$ cat config.mk
export PLATFORM = sky130hd
export DESIGN_NAME = tank_explosion_sprite
export DESIGN_NICKNAME = d
export VERILOG_FILES = /design/src/rtl/tank_expl_pkg.sv /design/src/rtl/tank_expl_rom.sv /design/src/rtl/tank_explosion_sprite.sv
export SDC_FILE = /design/constraint.sdc
export NUM_CORES = 1
export LEC_CHECK = 0
export CORE_AREA = 3 3 82 84
export CTS_CLUSTER_SIZE = 14
export DETAILED_ROUTE_END_ITERATION = 16
export DIE_AREA = 0 0 85 87
export GPL_ROUTABILITY_DRIVEN = 1
export PLACE_DENSITY_LB_ADDON = 0.3
export SYNTH_ARGS = -nofsm -noshare
export SYNTH_HDL_FRONTEND = slang
export SYNTH_HIERARCHICAL = 1
export SYNTH_SLANG_ARGS = --single-unit
export TNS_END_PERCENT = 20
$ cat constraint.sdc
create_clock -name clk -period 5.3 [get_ports clk]
set_input_delay 0.53 -clock clk [delete_from_list [all_inputs] [get_ports clk]]
set_output_delay 0.53 -clock clk [all_outputs]
set_load 0.05 [all_outputs]
$ cat src/rtl/tank_expl_pkg.sv
// Shared types, widths and helpers for the tank explosion sprite.
// Optional macro TANK_EXPL_TRANSPARENT_EN is consumed by tank_explosion_sprite.
package tank_expl_pkg;

  localparam int COORD_W = 10;
  localparam int IDX_W   = 4;

  typedef enum logic {
    IDLE = 1'b0,
    PLAY = 1'b1
  } state_e;

  function automatic int rom_addr_w(input int num_frames, input int sprite_w, input int sprite_h);
    return $clog2(num_frames * sprite_w * sprite_h);
  endfunction

  // Procedural burst art: colour bands sweep diagonally and shift by 3 each frame.
  function automatic logic [IDX_W-1:0] burst_pixel(input int frame, input int y, input int x);
    return IDX_W'(x + y + 3 * frame);
  endfunction

endpackage

$ cat src/rtl/tank_expl_rom.sv
// Synchronous-read explosion frame ROM, frame 0 first, 4-bit palette indices.
module tank_expl_rom
  import tank_expl_pkg::*;
#(
  parameter int SPRITE_W   = 32,
  parameter int SPRITE_H   = 32,
  parameter int NUM_FRAMES = 6,
  parameter int ADDR_W     = rom_addr_w(NUM_FRAMES, SPRITE_W, SPRITE_H)
) (
  input  logic              clk,
  input  logic              reset_n,
  input  logic [ADDR_W-1:0] addr,
  output logic [IDX_W-1:0]  data
);

  localparam int DEPTH = NUM_FRAMES * SPRITE_W * SPRITE_H;
  localparam int XW    = $clog2(SPRITE_W);
  localparam int YW    = $clog2(SPRITE_H);

  int a_int;
  assign a_int = int'(addr);

  always_ff @(posedge clk) begin
    if (!reset_n) begin
      data <= '0;
    end else if (a_int < DEPTH) begin
      data <= burst_pixel(a_int >> (XW + YW), (a_int >> XW) % SPRITE_H, a_int % SPRITE_W);
    end else begin
      data <= '0;
    end
  end

endmodule

$ cat src/rtl/tank_explosion_sprite.sv
// Explosion animation sequencer plus 2-cycle pixel pipeline feeding the palette stage.
// Define TANK_EXPL_TRANSPARENT_EN to treat ROM index 0 as transparent.
module tank_explosion_sprite
  import tank_expl_pkg::*;
#(
  parameter int SPRITE_W   = 32,
  parameter int SPRITE_H   = 32,
  parameter int NUM_FRAMES = 6,
  parameter int FRAME_HOLD = 4
) (
  input  logic               clk,
  input  logic               reset_n,
  input  logic               vsync_tick,
  input  logic               trigger,
  input  logic [COORD_W-1:0] pos_x,
  input  logic [COORD_W-1:0] pos_y,
  input  logic [COORD_W-1:0] draw_x,
  input  logic [COORD_W-1:0] draw_y,
  output logic               busy,
  output logic               done,
  output logic [IDX_W-1:0]   pix_idx,
  output logic               pix_on
);

  localparam int ADDR_W  = rom_addr_w(NUM_FRAMES, SPRITE_W, SPRITE_H);
  localparam int XW      = $clog2(SPRITE_W);
  localparam int YW      = $clog2(SPRITE_H);
  localparam int FRAME_W = (NUM_FRAMES > 1) ? $clog2(NUM_FRAMES) : 1;
  localparam int HOLD_W  = (FRAME_HOLD > 1) ? $clog2(FRAME_HOLD) : 1;
  localparam logic [COORD_W:0] W_EXT = (COORD_W + 1)'(SPRITE_W);
  localparam logic [COORD_W:0] H_EXT = (COORD_W + 1)'(SPRITE_H);

  state_e              state, state_n;
  logic [FRAME_W-1:0]  frame, frame_n;
  logic [HOLD_W-1:0]   hold, hold_n;
  logic [COORD_W-1:0]  org_x, org_x_n, org_y, org_y_n;
  logic                done_n;

  always_ff @(posedge clk) begin
    if (!reset_n) begin
      state <= IDLE;
      frame <= '0;
      hold  <= '0;
      org_x <= '0;
      org_y <= '0;
      done  <= 1'b0;
    end else begin
      state <= state_n;
      frame <= frame_n;
      hold  <= hold_n;
      org_x <= org_x_n;
      org_y <= org_y_n;
      done  <= done_n;
    end
  end

  // A trigger always takes priority; a coincident vsync tick is dropped.
  always_comb begin
    state_n = state;
    frame_n = frame;
    hold_n  = hold;
    org_x_n = org_x;
    org_y_n = org_y;
    done_n  = 1'b0;
    if (trigger) begin
      state_n = PLAY;
      frame_n = '0;
      hold_n  = '0;
      org_x_n = pos_x;
      org_y_n = pos_y;
    end else if (state == PLAY && vsync_tick) begin
      if (hold == HOLD_W'(FRAME_HOLD - 1)) begin
        hold_n = '0;
        if (frame == FRAME_W'(NUM_FRAMES - 1)) begin
          state_n = IDLE;
          frame_n = '0;
          done_n  = 1'b1;
        end else begin
          frame_n = frame + 1'b1;
        end
      end else begin
        hold_n = hold + 1'b1;
      end
    end
  end

  assign busy = (state == PLAY);

  // Stage 1: box test in 11 bits so a sprite near the right/bottom edge never wraps.
  logic [COORD_W:0] ex, ey, ox, oy;
  logic             in_box;
  logic [XW-1:0]    dx;
  logic [YW-1:0]    dy;
  logic [ADDR_W-1:0] addr_n, addr_q;
  logic             in_box_q, vis_q;
  logic [IDX_W-1:0] rom_data;

  assign ex = {1'b0, draw_x};
  assign ey = {1'b0, draw_y};
  assign ox = {1'b0, org_x};
  assign oy = {1'b0, org_y};
  assign in_box = busy && (ex >= ox) && (ex < ox + W_EXT) && (ey >= oy) && (ey < oy + H_EXT);
  assign dx = draw_x[XW-1:0] - org_x[XW-1:0];
  assign dy = draw_y[YW-1:0] - org_y[YW-1:0];
  assign addr_n = (ADDR_W'(frame) << (XW + YW)) | (ADDR_W'(dy) << XW) | ADDR_W'(dx);

  always_ff @(posedge clk) begin
    if (!reset_n) begin
      in_box_q <= 1'b0;
      addr_q   <= '0;
      vis_q    <= 1'b0;
    end else begin
      in_box_q <= in_box;
      addr_q   <= addr_n;
      vis_q    <= in_box_q;
    end
  end

  tank_expl_rom #(
    .SPRITE_W  (SPRITE_W),
    .SPRITE_H  (SPRITE_H),
    .NUM_FRAMES(NUM_FRAMES),
    .ADDR_W    (ADDR_W)
  ) u_rom (
    .clk    (clk),
    .reset_n(reset_n),
    .addr   (addr_q),
    .data   (rom_data)
  );

  // Stage 2: registered ROM data and delayed box flag.
  assign pix_idx = vis_q ? rom_data : '0;
`ifdef TANK_EXPL_TRANSPARENT_EN
  assign pix_on = vis_q && (rom_data != '0);
`else
  assign pix_on = vis_q;
`endif

endmodule
# Yosys cells after proc, flatten, opt, wreduce, memory -nomap -nowiden
# Index checks and enable logic that the tools add are counted.
# op_classes
n_addsub,8
n_mul,1
n_lt_le_gt_ge,5
n_eq_ne,2
muxes,8
bitwise,5
n_reduce_logical,13
# op_table
cell,count
$add 10x6->11 const B,2
$lt 10x11->1,2
$ge 10x10->1,2
$lt 13x13->1 const B,1
$or 13x10->13,1
$or 13x5->13,1
$sub 5x5->5,2
$add 4x4->4,2
$reduce_bool 2->1,3
$logic_and 1x1->1,5
$mux 1,5
$mul 2x3->4 const A,1
$mux 4,1
$reduce_and 2->1,2
$reduce_or 4->1,1
$add 3x1->3 const B,1
$eq 3x3->1 const B,1
$mux 3,1
$not 1->1,3
$reduce_and 3->1,1
$add 2x1->2 const B,1
$eq 2x2->1 const B,1
$mux 2,1
$reduce_or 2->1,1
# word_totals
reg_bits,46
elab_cells,52

# Logic depth before layout (Yosys ltp)
# logic_depth
word_depth,5
mapped_depth,9
depth_no_buf,9

# Modules after synthesis
# The synthesis kept the hierarchy.
# by_module_without_submodules
module,n_inst,cells_each,area_per_inst_um2
tank_explosion_sprite,1,267,2396.0
tank_expl_rom,1,22,317.8

# Least setup slack after synthesis
# OpenSTA, ideal clock, no wires.
# synth_path
path_type,register to register
start,register addr_q[11]
end,register u_rom.data[3]
arrival_time_ns,2.502
required_time_ns,5.185
path_slack_ns,2.683
stages_incl_launch_ff,8
cell_sequence,dfxtp_1 > fa_1 > fa_1 > ha_1 > fa_1 > xnor2_2 > xnor3_1 > and2_1
# synth_between
elab_chain_len,2
word_cells_on_any_way,4
cone_classes,add/sub (1); mul (1); order compare (1); reduce/logical (1)
# synth_rtl
item,line,rtl
start: declaration,tank_explosion_sprite.sv:94,"logic [ADDR_W-1:0] addr_n, addr_q;"
start signal: assignment,tank_explosion_sprite.sv:114,addr_q <= addr_n;
$mul 2x3->4 or $lt 13x13->1 (tied branches),"tank_expl_pkg.sv:19, tank_expl_rom.sv:26",
$add 4x4->4 or $reduce_and 2->1 (tied branches),n/a,
end signal: assignment,tank_expl_rom.sv:27,"data <= burst_pixel(a_int >> (XW + YW), (a_int >> XW) % SPRITE_H, a_int % SPRITE_W);"
end: declaration,tank_expl_rom.sv:13,output logic [IDX_W-1:0] data
# Parallel ways exist; a longest one is shown, timed or not.
# A chain may end at the register's enable or synchronous reset.

# Final worst setup path
# Ends and elaborated chain as after synthesis.

==> flow_metrics.py <==
metrics = {
    "pwr": {
        "power_mw": 0.7526,
        "ir_worst_vdd_uv": 108.2,
        "p_leak_nw": 1.420,
        "power.density_mw_per_mm2": 227.8,
    },
    "sta": {
        "setup_violations": 0,
        "fin_crit_ps": 2686,
        "worst_pin_slew_ps": 905.0,
        "hold_viol_final": 0,
        "fin_tns_setup_ps": 0,
        "post-route-period-util_pct": 50.69,
        "slew_viol_final": 0,
        "holdWs_ps": 470.4,
        "timing.final.ws_setup_ps": 2614,
        "rsz0062_at_grt": "no",
        "slew_headroom_pct": 39.60,
        "fin_skew_ps": 5.623,
        "maxClockFrequency_mhz": 372.2,
    },
    "worst_setup_path": {
        "path_class": "register to register",
        "worst-path-max-fanout": 3,
        "end_kind": "register",
        "required_ps": 5500,
        "arrival_ps": 2890,
        "start_kind": "register",
    },
    "synth": {
        "synth_cells": 280,
        "avgSynthCellArea_um2": 9.393,
        "ys_warn_count": 6,
        "synth.cell_area_mm2": 0.002630,
        "syn-num-nets": 368,
    },
    "grt": {
        "grt_overflow": 0,
        "grt_pass1_vias": 1990,
        "grt_usage_pct": 14.56,
        "antenna_found_initial": 0,
        "grt_pass1_wl_um": 8694,
        "grt_max_degree": 29,
    },
    "cts": {
        "clkSinkCount": 44,
        "cts_tree": "yes",
        "cts_setup_buffers": 0,
        "clock_latency_ps": 300,
        "path_clk_slew_ps": 90,
        "clockBufferDepth": 2,
        "cts-hold-fix-buffers": 0,
        "ctsResizeCount": 0,
        "h-tree-depth": 2,
        "cts_root_buffer": "clkbuf_8",
        "cts_buffers": 5,
    },
    "layout": {
        "drive_gt1_share_pct": 4.505,
        "syn2layout_area_growth_pct": 25.64,
        "layout_commonest_cell": "clkdlybuf4s50_1",
        "regArea_um2": 880.8,
        "fillers": 593,
        "final_cell_mix": "clkdlybuf4s50_1, dfxtp_1, ha_1",
        "design_area_mm2": 0.003304,
        "multi_input_area_mm2": 0.001623,
        "final_nets": 420,
        "antenna_cells": 0,
    },
    "routing": {
        "wl_per_cell_um": 12.09,
        "drtIter0Drc": 54,
        "drtAntennaViolNets": 0,
        "drcViolationCount": 0,
        "routed-via-count": 1977,
        "drt-total-wl_um": 4934,
        "firstDrtPassIters": 4,
        "via_per_inst": 4.846,
    },
    "flow_run": {
        "drv_cap": 0,
    },
    "die": {
        "rows": 28,
        "die_h_um": 87,
        "core_region_area_mm2": 0.005991,
        "ios": 51,
        "start_util_pct": 43.90,
        "die_x_um": 85,
        "die_area_mm2": 0.007395,
    },
    "place": {
        "place_hpwl_um": 3985,
        "place.port_buffers": 50,
        "place_congestion": 0.7541,
        "placed_area_mm2": 0.003207,
        "pre_cts_slack_ps": 2566,
    },
    "run_status": {
        "status": "completed",
    },
    "min_path": {
        "hp-class": "register to register",
    },
}
## sequential cells by signal, summed over array words and instances, names as in the netlist
register	flops
addr_q	11
org_x	10
org_y	10
u_rom/data	4
frame	3
hold	2
busy	1
done	1
in_box_q	1
pix_on	1
## stage by stage
step           util [%]  cells
4_1_cts           55.16    408
3_5_place_dp      53.53    400
6_report          55.16    408
2_1_floorplan         -    280
3_3_place_gp      53.53    400
5_1_grt           55.16    408
## layout make-up
class | instances | share of cell area (%)
Multi-Input combinational cell | 203 | 49.11
Inverter | 27 | 3.067
Timing Repair Buffer | 51 | 15.37
Clock buffer | 6 | 2.499
Tap cell | 75 | 2.840
Clock inverter | 2 | 0.4544
Sequential cell | 44 | 26.66
## power by group
part	internal, mW	leakage, nW	switching, mW
clock network	0.106	0.0434	0.116
registers	0.351	0.362	0.0139
logic	0.0918	1.01	0.0743
## critical path: stages (launching register included)
cell and delay, ps:
dfxtp_1 410, fa_1 460, fa_1 470, ha_1 220
fa_1 400, xnor2_2 180, xnor3_1 300, and2_1 150
## worst paths after layout
check                                           endpoint  slack, ps             startpoint  cells after the start
worst max-delay path            u_rom/data[3]$_SDFF_PN0_       2610  addr_q[11]$_SDFF_PN0_                      7
worst min-delay path                   pix_on$_SDFF_PN0_        470    in_box_q$_SDFF_PN0_                      1
worst max register to register  u_rom/data[3]$_SDFF_PN0_       2610  addr_q[11]$_SDFF_PN0_                      7
worst min register to register         pix_on$_SDFF_PN0_        470    in_box_q$_SDFF_PN0_                      1
## metal layers
metal / vias to the layer above / global-route usage [%] / wire length (um)
met2: 38 / 23.52 / 2252
met4: 0 / 5.324 / 93
met1: 872 / 18.96 / 2362
met5: - / 0 / 0
met3: 9 / 3.500 / 226
li1: 1058 / - / -
Power figures use the tool's default switching activity.
==> RTL change 1, RTL diff (config.mk and constraints unchanged) <==
`SPRITE_H` is set to 32 in 2 places; all go to 64.
--- a/src/rtl/tank_expl_rom.sv
+++ b/src/rtl/tank_expl_rom.sv
@@ -4,5 +4,5 @@
 #(
   parameter int SPRITE_W   = 32,
-  parameter int SPRITE_H   = 32,
+  parameter int SPRITE_H   = 64,
   parameter int NUM_FRAMES = 6,
   parameter int ADDR_W     = rom_addr_w(NUM_FRAMES, SPRITE_W, SPRITE_H)
--- a/src/rtl/tank_explosion_sprite.sv
+++ b/src/rtl/tank_explosion_sprite.sv
@@ -5,5 +5,5 @@
 #(
   parameter int SPRITE_W   = 32,
-  parameter int SPRITE_H   = 32,
+  parameter int SPRITE_H   = 64,
   parameter int NUM_FRAMES = 6,
   parameter int FRAME_HOLD = 4
Function: changed (a bounded check fails within 4 cycles, from zero or initial values and one cycle with reset_n low).
==> RTL change 1 against the unedited design <==
Design area fell by 1.0%. Setup slack lost 19 ps. Wire length is 3.4% lower. Area after synthesis shrank 1.8%. Hold slack got worse by 28 ps. Sequential share of layout area rose by 0.28 points. Highest routed layer unchanged. Power rose by 3.5%. Sequential cell count unchanged. Maximum frequency decreased by 0.72%. Synthesized cell count shrank 1.1%.
==> RTL change 1: results (changes against the unedited design) <==
io_buffers: 50  # unchanged
nFillCells: 568  # was 593
cts_max_level: 2  # unchanged
syn-num-nets: 364  # was 368
cts_resized: 0  # unchanged
arrival_ps: 2900  # was 2890 ps
r2r_end: "u_rom/data[3]"  # unchanged
num-nets-final: 416  # was 420
rr_startpoint: "addr_q[12]"  # was addr_q[11]
whs_path_depth: 1  # unchanged
top_regs: "addr_q: 11 flops, org_x: 10 flops, org_y: 10 flops"  # unchanged
status: "finished, final reports clean"  # unchanged
seq_area_um2: 881  # unchanged
hp-class: "reg2reg"  # unchanged
drt-initial-drc-count: 53  # was 54
place_area_um2: 3160  # was 3210 um^2
first_global_vias: 2014  # was 1990
clkTransAtPathRegs_ps: 80
skew_ps: 4.70  # was 5.62 ps
cp_max_fo: 3  # unchanged
n_antenna_cell: 0  # unchanged
grt_max_degree: 29  # unchanged
routed_via_density: 4.97  # was 4.85
min_to: "pix_on"  # unchanged
clock_latency_ps: 290
place_congestion: 0.834  # was 0.754
drt_first_pass_iters: 4  # unchanged
vdd_drop_max_mv: 0.107  # was 0.108 mV
cts_root_buf: "clkbuf_8"  # unchanged
post_cts_buffers: 0  # unchanged
yosys_warnings: 6  # unchanged
grt.total_usage_pct: 13.8  # was 14.6%
r2r_cells: 7  # unchanged
grt_pass1_wl_mm: 8.36  # was 8.69 mm
worstMarginPinSlew_ps: 869  # was 905 ps
drive_above_1_share_pct: 3.33  # was 4.50%
p_leak_nw: 1.41  # was 1.42 nW
antenna_found_initial: 0  # unchanged
r2r_setup_slack_ps: 2590  # was 2610 ps
hold_viol_final: 0  # unchanged
wire_per_inst_um: 11.8  # was 12.1 um
cts_max_path_buffers: 2  # unchanged
numCtsBuffers: 5  # unchanged
worstHoldStart: "in_box_q"  # unchanged
hpwlAfterDp_mm: 3.83  # was 3.98 mm
dp_slack_ps: 2540  # was 2570 ps
-- RTL change 1: per-layer routing --
metal	vias to the layer above	routed length (um)	part of all wire [%]	global-route usage [%]
li1	1047	-	-	-
met1	930	2190	46	16.5
met2	31	2330	49	24.4
met3	5	168	3.5	2.46
met4	0	74	1.6	5.76
met5	-	0	0	0
-- RTL change 1: per-stage QoR --
stage / hold WS (ps) / std cells
floorplan: 412 / 277
global placement: 421 / 397
detailed placement: 424 / 397
CTS: 447 / 405
global route: 482 / 405
finish: 442 / 405
-- RTL change 1: worst max-delay path by stage --
stage                    endpoint  slack, ps  startpoint  cells past startpoint
floorplan           u_rom/data[3]       2680  addr_q[12]                      7
global placement         in_box_q       2590   draw_x[0]                     10
detailed placement       in_box_q       2540   draw_x[0]                     10
CTS                 u_rom/data[3]       2580  addr_q[12]                      7
global route        u_rom/data[3]       2490  addr_q[12]                      7
finish              u_rom/data[3]       2590  addr_q[12]                      7
-- RTL change 1: worst max-delay path, stage by stage, from the launching register on --
cell	delay [ps]
dfxtp_1	400
fa_1	460
fa_1	470
ha_1	220
fa_1	410
xnor2_2	190
xnor3_1	300
and2_1	160
-- RTL change 1: report_power, final --
part           internal (mW)  switching [mW]
Combinational         0.0906          0.0730
Clock                  0.140           0.112
Sequential             0.351          0.0126
Total                  0.582           0.197
-- RTL change 1: cell type report --
class / instances / share of cell area (%)
inverters: 27 / 3.10
well taps: 75 / 2.87
clock inverters: 2 / 1.07
flip-flops and latches: 44 / 26.9
clock buffers: 6 / 2.22
multi-input cells: 200 / 48.3
repair buffers: 51 / 15.5
==> RTL change 2, RTL diff (config.mk and constraints unchanged) <==
Made on the original files. `addr_q` no longer has a reset.
--- a/src/rtl/tank_explosion_sprite.sv
+++ b/src/rtl/tank_explosion_sprite.sv
@@ -108,11 +108,13 @@
     if (!reset_n) begin
       in_box_q <= 1'b0;
-      addr_q   <= '0;
       vis_q    <= 1'b0;
     end else begin
       in_box_q <= in_box;
-      addr_q   <= addr_n;
       vis_q    <= in_box_q;
     end
+  end
+
+  always_ff @(posedge clk) begin
+    addr_q <= addr_n;
   end
 
Function: same outputs for any inputs over 4 cycles, from zero or initial values and one cycle with reset_n low; that may be too few to reach the edited logic, so the function may still have changed.
==> RTL change 2 against the unedited design <==
Design area up 0.34%. Utilization up 0.19 points. Clock power up 19%. Area after synthesis down 0.43%. First-iteration DRC count up 63%. Synthesized cell count down 3.6%. Via count down 0.66%. Setup slack worse by 26 ps. Sequential cell count unchanged. Cell count down 2.2%. Non-clock buffer count unchanged. Wire length up 4.9%. Power up 10%. Largest power group unchanged.
==> RTL change 2: results (changes against the unedited design) <==
status: "finished, final reports clean"  # unchanged
vias: 1964  # was 1977
slew_headroom_pct: 44.0  # was 39.6%
skew_ps: 4.49  # was 5.62 ps
use_met2_pct: 24.5  # was 23.5%
numCtsBuffers: 5  # unchanged
r2r_setup_slack_ps: 2590  # was 2610 ps
place_area_um2: 3200  # was 3210 um^2
drive_above_1_share_pct: 3.70  # was 4.50%
cts_max_level: 2  # unchanged
routed_via_density: 4.92  # was 4.85
cts_root_buf: "clkbuf_8"  # unchanged
hpwlAfterDp_mm: 4.07  # was 3.98 mm
io_buffers: 50  # unchanged
num-nets-final: 411  # was 420
post_cts_buffers: 0  # unchanged
cpPeakStageDelay_ps: 480
fin_hold_ws_ps: 394  # was 470 ps
clock_latency_ps: 300  # about the same
crit_family: "adder cells"  # unchanged
antenna_found_initial: 0  # unchanged
hp-class: "reg2reg"  # unchanged
yosys_warnings: 6  # unchanged
routed_wl_mm: 5.17  # was 4.93 mm
synthCells: 270  # was 280
critPathSlowestCell: "fa_1"  # unchanged
place_congestion: 0.835  # was 0.754
cts_max_path_buffers: 2  # unchanged
first_global_vias: 1881  # was 1990
dp_slack_ps: 2570  # about the same
grt_max_degree: 26  # was 29
grt_use_met3_pct: 3.31  # was 3.50%
arrival_ps: 2920  # was 2890 ps
use_met1_pct: 19.7  # was 19.0%
clkTransAtPathRegs_ps: 90  # about the same
nFillCells: 549  # was 593
fin_util_pct: 55.3  # was 55.2%
period_share_pct: 51.2  # was 50.7%
cp_max_fo: 3  # unchanged
cts_resized: 0  # unchanged
drt-initial-drc-count: 88  # was 54
grt.total_usage_pct: 15.0  # was 14.6%
post-route-drc-count: 0  # unchanged
dpl.cell_count: 391  # was 400
syn-num-nets: 358  # was 368
grt_overflow_total: 0  # unchanged
drt_first_pass_iters: 4  # unchanged
n_antenna_cell: 0  # unchanged
p_leak_nw: 1.41  # was 1.42 nW
vdd_drop_max_mv: 0.151  # was 0.108 mV
top_regs: "addr_q: 11 flops, org_x: 10 flops, org_y: 10 flops"  # unchanged
grt_pass1_wl_mm: 8.75  # was 8.69 mm
RTL change 2: changes by cell type in the layout (fill, tap and decap cells not counted), moves of 3 or more:
cell       change
o2111ai_1      +3
a21oi_1        -4
nor2b_1       +20
and2_1         -4
nor2_1        -17
RTL change 2: routing by layer:
metal,up-vias,routed length [um]
met1,884,2510
met3,5,271
met4,0,73
met2,45,2320
li1,1030,-
met5,-,0
RTL change 2: final timing paths:
| check | endpoint | start | depth (start not counted) |
|---|---|---|---|
| worst min-delay path | addr_q[12] | frame[2] | 0 |
| worst max register to register | u_rom/data[3] | addr_q[11] | 7 |
| worst min register to register | addr_q[12] | frame[2] | 0 |
| worst max-delay path | u_rom/data[3] | addr_q[11] | 7 |
RTL change 2: power by group:
part | leakage (nW) | internal [mW] | switching [mW]
Clock | 0.0583 | 0.142 | 0.121
Combinational | 0.989 | 0.108 | 0.0818
Sequential | 0.363 | 0.359 | 0.0169
RTL change 2: worst register-to-register path: stages, from the launching register on:
cell     delay (ps)
dfxtp_1         400
fa_1            460
fa_1            480
ha_1            220
fa_1            400
xnor2_2         180
xnor3_1         310
and2_1          160
RTL change 2: area by class of cell:
cell class,count,area share (%)
Multi-Input combinational cell,194,48.7
Timing Repair Buffer,51,15.3
Sequential cell,44,26.6
Tap cell,75,2.83
Clock buffer,5,2.08
Clock inverter,3,1.43
Inverter,27,3.06
